===== src/rtl/vend_core_param.sv =====
// Parametrised vending core: per-slot stock, credit up to a ceiling, vend on select,
// and greedy largest-coin-first change over a ready/valid hopper handshake.

package vend_core_param_pkg;
  // Default price table: slot i costs 125 + 25*i cents, packed at CREDIT_W pitch.
  function automatic logic [511:0] default_prices(input int w);
    logic [511:0] r;
    r = '0;
    for (int i = 0; i < 16; i++) r = r | (512'(125 + 25 * i) << (i * w));
    return r;
  endfunction
endpackage

module vend_slot #(
  parameter int CREDIT_W = 12,
  parameter int STOCK_W = 4,
  parameter int INIT_STOCK = 5,
  parameter logic [CREDIT_W-1:0] PRICE = '0
) (
  input  logic                clk,
  input  logic                rst,
  input  logic                dec,
  input  logic                load,
  input  logic [CREDIT_W-1:0] credit,
  output logic                avail,
  output logic                short_o,
  output logic                sold_out
);
  logic [STOCK_W-1:0] stock_q, stock_d;

  always_comb begin
    stock_d = stock_q;
    if (load) stock_d = STOCK_W'(INIT_STOCK);
    else if (dec && stock_q != '0) stock_d = stock_q - STOCK_W'(1);
  end

  always_ff @(posedge clk or posedge rst) begin
    if (rst) stock_q <= STOCK_W'(INIT_STOCK);
    else     stock_q <= stock_d;
  end

  assign sold_out = (stock_q == '0);
  assign avail    = !sold_out && (credit >= PRICE);
  assign short_o  = !sold_out && (credit < PRICE);
endmodule

module vend_core_param #(
  parameter int NUM_SLOTS = 9,
  parameter int CREDIT_W = 12,
  parameter int MAX_CREDIT = 2000,
  parameter int STOCK_W = 4,
  parameter int INIT_STOCK = 5,
  parameter logic [NUM_SLOTS*CREDIT_W-1:0] PRICES =
    (NUM_SLOTS*CREDIT_W)'(vend_core_param_pkg::default_prices(CREDIT_W)),
  parameter int PRICE_HOLD = 4
) (
  input  logic                 clk,
  input  logic                 rst,
  input  logic [NUM_SLOTS-1:0] sel,
  input  logic                 coin_valid,
  input  logic [2:0]           coin_type,
  input  logic                 cancel,
  input  logic                 restock,
  input  logic                 chg_ready,
  output logic [CREDIT_W-1:0]  credit,
  output logic [CREDIT_W-1:0]  disp_value,
  output logic [NUM_SLOTS-1:0] avail,
  output logic [NUM_SLOTS-1:0] short,
  output logic [NUM_SLOTS-1:0] sold_out,
  output logic [NUM_SLOTS-1:0] vend,
  output logic                 coin_reject,
  output logic                 chg_valid,
  output logic [2:0]           chg_coin,
  output logic                 busy
);
  localparam int SEL_W  = (NUM_SLOTS > 1) ? $clog2(NUM_SLOTS) : 1;
  localparam int HOLD_W = $clog2(PRICE_HOLD + 2);

  typedef enum logic [1:0] {S_IDLE, S_VEND, S_CHANGE} state_t;

  state_t              state_q, state_d;
  logic [CREDIT_W-1:0] credit_q, credit_d;
  logic [SEL_W-1:0]    slot_q, slot_d;
  logic [HOLD_W-1:0]   hold_cnt_q, hold_cnt_d;
  logic [CREDIT_W-1:0] hold_price_q, hold_price_d;

  logic [NUM_SLOTS-1:0][CREDIT_W-1:0] price;
  logic [NUM_SLOTS-1:0] dec;
  logic                 load;
  logic [CREDIT_W:0]    coin_sum;
  logic                 coin_ok;
  logic                 sel_hit;
  logic [SEL_W-1:0]     sel_idx;
  logic [2:0]           big_coin;

  function automatic logic [CREDIT_W-1:0] coin_value(input logic [2:0] t);
    case (t)
      3'd0:    coin_value = CREDIT_W'(5);
      3'd1:    coin_value = CREDIT_W'(10);
      3'd2:    coin_value = CREDIT_W'(25);
      3'd3:    coin_value = CREDIT_W'(100);
      3'd4:    coin_value = CREDIT_W'(500);
      default: coin_value = '0;
    endcase
  endfunction

  assign price = PRICES;

  for (genvar g = 0; g < NUM_SLOTS; g++) begin : g_slot
    vend_slot #(
      .CREDIT_W(CREDIT_W), .STOCK_W(STOCK_W), .INIT_STOCK(INIT_STOCK),
      .PRICE(PRICES[g*CREDIT_W +: CREDIT_W])
    ) u_slot (
      .clk(clk), .rst(rst), .dec(dec[g]), .load(load), .credit(credit_q),
      .avail(avail[g]), .short_o(short[g]), .sold_out(sold_out[g])
    );
  end

  always_comb begin
    sel_hit = 1'b0;
    sel_idx = '0;
    for (int i = NUM_SLOTS - 1; i >= 0; i--)
      if (sel[i]) begin
        sel_hit = 1'b1;
        sel_idx = SEL_W'(i);
      end
    // Credit is a multiple of 5, so the 5c fallback always exists.
    big_coin = 3'd0;
    for (int c = 1; c <= 4; c++)
      if (credit_q >= coin_value(3'(c))) big_coin = 3'(c);
    coin_sum = {1'b0, credit_q} + {1'b0, coin_value(coin_type)};
    coin_ok  = (coin_type <= 3'd4) && (coin_sum <= (CREDIT_W+1)'(MAX_CREDIT));
  end

  always_comb begin
    state_d      = state_q;
    credit_d     = credit_q;
    slot_d       = slot_q;
    hold_cnt_d   = (hold_cnt_q != '0) ? hold_cnt_q - HOLD_W'(1) : '0;
    hold_price_d = hold_price_q;
    dec          = '0;
    load         = 1'b0;
    vend         = '0;
    coin_reject  = 1'b0;
    chg_valid    = 1'b0;
    chg_coin     = 3'd0;
    if (coin_valid || cancel) hold_cnt_d = '0;
    case (state_q)
      S_IDLE: begin
        if (cancel) begin
          coin_reject = coin_valid;
          if (credit_q != '0) state_d = S_CHANGE;
        end else if (coin_valid) begin
          if (coin_ok) credit_d = coin_sum[CREDIT_W-1:0];
          else         coin_reject = 1'b1;
        end else if (sel_hit) begin
          if (!sold_out[sel_idx]) begin
            if (credit_q >= price[sel_idx]) begin
              state_d       = S_VEND;
              credit_d      = credit_q - price[sel_idx];
              dec[sel_idx]  = 1'b1;
              slot_d        = sel_idx;
            end else begin
              hold_cnt_d   = HOLD_W'(PRICE_HOLD);
              hold_price_d = price[sel_idx];
            end
          end
        end else if (restock) begin
          load = 1'b1;
        end
      end
      S_VEND: begin
        vend[slot_q] = 1'b1;
        coin_reject  = coin_valid;
        state_d      = (credit_q != '0) ? S_CHANGE : S_IDLE;
      end
      S_CHANGE: begin
        chg_valid   = 1'b1;
        chg_coin    = big_coin;
        coin_reject = coin_valid;
        if (chg_ready) begin
          credit_d = credit_q - coin_value(big_coin);
          if (credit_d == '0) state_d = S_IDLE;
        end
      end
      default: state_d = S_IDLE;
    endcase
  end

  always_ff @(posedge clk or posedge rst) begin
    if (rst) begin
      state_q      <= S_IDLE;
      credit_q     <= '0;
      slot_q       <= '0;
      hold_cnt_q   <= '0;
      hold_price_q <= '0;
    end else begin
      state_q      <= state_d;
      credit_q     <= credit_d;
      slot_q       <= slot_d;
      hold_cnt_q   <= hold_cnt_d;
      hold_price_q <= hold_price_d;
    end
  end

  assign credit     = credit_q;
  assign disp_value = (hold_cnt_q != '0) ? hold_price_q : credit_q;
  assign busy       = (state_q != S_IDLE);
endmodule

===== config.mk =====
export PLATFORM = sky130hd
export DESIGN_NAME = vend_core_param
export DESIGN_NICKNAME = d
export VERILOG_FILES = /design/src/rtl/vend_core_param.sv
export SDC_FILE = /design/constraint.sdc
export NUM_CORES = 1
export LEC_CHECK = 0
export BUFFER_PORTS_ARGS = -buffer_cell sky130_fd_sc_hd__buf_4
export CAP_MARGIN = 40
export CORE_ASPECT_RATIO = 0.9
export CORE_UTILIZATION = 40
export DETAILED_ROUTE_END_ITERATION = 8
export PLACE_DENSITY_LB_ADDON = 0.15
export SLEW_MARGIN = 20
export SYNTH_ARGS = -nofsm -noshare
export SYNTH_HDL_FRONTEND = slang
export SYNTH_SLANG_ARGS = --single-unit

===== constraint.sdc =====
create_clock -name clk -period 8 [get_ports clk]
set_input_delay 0.8 -clock clk [delete_from_list [all_inputs] [get_ports clk]]
set_output_delay 0.8 -clock clk [all_outputs]
set_load 0.02 [all_outputs]

==> metrics.cfg <==
[global_route]
grt_pass1_vias=5873
overflow=0
grt_pass1_wl_mm=31.7
antenna_found_initial=0
grt_max_degree=36
gr-usage-all-layers_pct=24.9

[critical_path]
worstSetupStartpointType=primary input
cp.required_ps=8270
cp.arrival_ps=5460
r2r_slack_ps=3090
crit_path_max_fanout=17
reg2reg_to=state_q[1]
crit_start=sel[6]
worst_setup_path_end_kind=register
reg2reg_depth=14
r2r_start=credit[11]
crit_type=in2reg

[synthesis]
synth_cell_types=75
synth_top_family_by_area=simple AND/OR/NAND/NOR gates
synthesis.area_mm2=0.00642
synthCells=804
synth_edf_count=0
syn-num-nets=875
synthMuxAreaShare_pct=5.40
avgSynthCellArea_um2=7.99
synth_ff_type=dfrtp_1
synth-xor-area-share_pct=2.73
ys_ff_latch=66
ys_warn_count=0
yosys.area_share.adder_pct=10.7
synth-compound-area-share_pct=22.1
async_flop_share_pct=100
synth_simple_gate_area_share_pct=24.8
synth-seq-area-share_pct=26.1

[sta]
tightest_slew_ps=885
period_minus_slack_ps=5190
fin_crit_sh_pct=64.9
fmax_mhz=193
setup_viol=0
rsz0062_at_grt=no
hold_violations=0
final.setup.worst_slack_ps=2810
fin_tns_setup_ps=0
fin_skew_ps=7.08
relSlewSlack_pct=40.9
maxSlewViolCount=0

[die]
rows=43
design.die.area_mm2=0.0166
fp.dieW_um=136
core-area_mm2=0.0155
ioPinCount=84
die_y_um=122
initial_utilization_pct=41.3

[route]
drt-met1-wl_mm=9.70
drc=0
drt-initial-drc-count=567
num_vias=6382
wl_per_cell_um=19.0
drt-pass1-iter-count=6
totalWireLength_mm=20.2
top_layer=met4
antenna_left=0
dr_wl_met3_mm=1.54
wl_met2_mm=8.59
viasPerCell=6.01

[power]
ir_drop_mv=0.182
leakage_nw=3.26
power_density_mw_per_mm2=330

[placed_design]
hpwl_mm=15.6
pre_cts_ws_ps=2480
globalplace.congestion=0.932
port_buffers=83
placedInstanceArea_mm2=0.00710

[cells_and_area]
nFillCells=1542
diodes=0
drive_above_1_share_pct=18.8
utilization_pct=47.3
multi_input_area_mm2=0.00422
areaGrowthSynthToFinish_pct=14.7
seq_area_mm2=0.00167
final_nets=926
stdcell_area_mm2=0.00736

[clock_tree]
clkSinkCount=66
cts_tree=done
cts_buffer_depth=2
post_cts_buffers=0
cts-buffers-inserted=9
hold_buffers=0
clkLatencyLatePin_ps=340
cts_root_buf=clkbuf_16
cts.reportedPaths.clkPinSlew_ps=60
cts_resized=0
ctsHtreeMaxLevel=3

[worst_hold_path]
worstHoldStart=hold_cnt_q[0]
hold_class=reg2reg
hold_depth=1
hold_path_end=hold_cnt_q[0]

[outcome]
outcome=complete, no violations

[flow_run]
max_cap_viol_count=0

## synthesized netlist by cell type, types with 5 or more instances
cell	number	area [µm²]
a21oi_1	49	245
o21a_1	10	75.1
buf_4	27	203
and3_1	13	81.3
or2_2	6	37.5
xor2_1	9	78.8
o31ai_1	14	105
nand4_1	10	62.6
and2_1	7	43.8
dfstp_2	18	473
ha_1	50	626
inv_1	57	214
clkbuf_1	27	101
or3_1	14	87.6
nand3_1	22	110
a21o_1	5	37.5
a211oi_1	16	120
nor3_1	21	105
nor2_1	65	244
mux2_2	13	146
mux2i_1	20	200
or4_1	13	97.6
nand2_1	72	270
xnor2_1	11	96.3
nor4_1	8	50.1
nor3b_1	11	82.6
a31oi_1	10	62.6
nand2b_1	12	75.1
o21ai_0	51	255
o211ai_1	6	45.0
dfrtp_1	48	1200
a311oi_1	5	43.8
nor2b_1	13	81.3
## per-stage QoR
step | power (mW) | hold slack (ps) | std cells
final | 2.43 | 462 | 1062
after CTS | 2.41 | 463 | 1062
after global placement | 2.01 | 452 | 1042
after global routing | 2.61 | 498 | 1062
after floorplan | 1.56 | 435 | 804
after detailed placement | 2.04 | 456 | 1046
## placed cells by master, fill, tap and decap left out, drive strengths merged, types with 16 or more instances in the layout
cell type	n
a211oi	16
a21oi	50
buf	96
dfrtp	48
dfstp	18
ha	50
inv	58
mux2i	20
nand2	72
nand3	23
nor2	65
nor3	22
o21ai	54
## critical path, cell delays in order
cell       delay, ps
buf_4            100
nand2b_1         100
a21oi_1           90
o31ai_1          660
inv_1            290
ha_1             350
o21ai_0          290
ha_1             250
nor2b_1          230
o2111ai_1        130
o21ai_0          160
o22ai_1          200
a31o_2           320
or4_1            770
or4_1            580
a21oi_1          150
## kinds of logic (layout without fill, tap and decap cells)
| logic type | after synthesis | after routing |
|---|---|---|
| and+or+nand+nor | 305 | 305 |
| buffers and inverters | 114 | 170 |
| muxes | 33 | 33 |
| DFF | 66 | 66 |
| AOI/OAI and AO/OA | 213 | 213 |
| adders and majority gates | 53 | 53 |
| xor gates and xnor gates | 20 | 20 |
## final cells by class
class,instances,share of cell area (%)
Clock buffer,12,3.35
Timing Repair Buffer,96,9.99
Multi-Input combinational cell,624,57.3
Sequential cell,66,22.7
Tap cell,202,3.43
Clock inverter,4,0.272
Inverter,58,2.96
## how the worst max path moves through the flow
stage / end / slack [ps] / cells past startpoint
after floorplan: g_slot[5].u_slot.stock_q[3] / 3460 / 16
after global placement: g_slot[6].u_slot.stock_q[3] / 2700 / 17
after detailed placement: g_slot[5].u_slot.stock_q[3] / 2480 / 16
after CTS: g_slot[5].u_slot.stock_q[3] / 2840 / 16
after global routing: g_slot[3].u_slot.stock_q[3] / 2380 / 16
final: g_slot[5].u_slot.stock_q[3] / 2810 / 16
## flip-flops by register name, indices dropped and copies added, names as in the netlist
name / count
credit: 12
state_q: 2
slot_q: 4
hold_cnt_q: 3
hold_price_q: 9
g_slot.u_slot.stock_q: 36
## per-layer routing
layer / vias up / GRT usage (%)
met4: 0 / 7.30
met1: 3047 / 36.9
met2: 286 / 36.8
met3: 37 / 3.75
li1: 3012 / -
met5: - / 0
## power by group
| group | internal (mW) | total (mW) | switching, mW |
|---|---|---|---|
| Sequential | 0.389 | 0.549 | 0.161 |
| Combinational | 0.603 | 1.51 | 0.911 |
| Clock | 0.216 | 0.367 | 0.151 |
| Total | 1.21 | 2.43 | 1.22 |
Power figures use the tool's default switching activity.
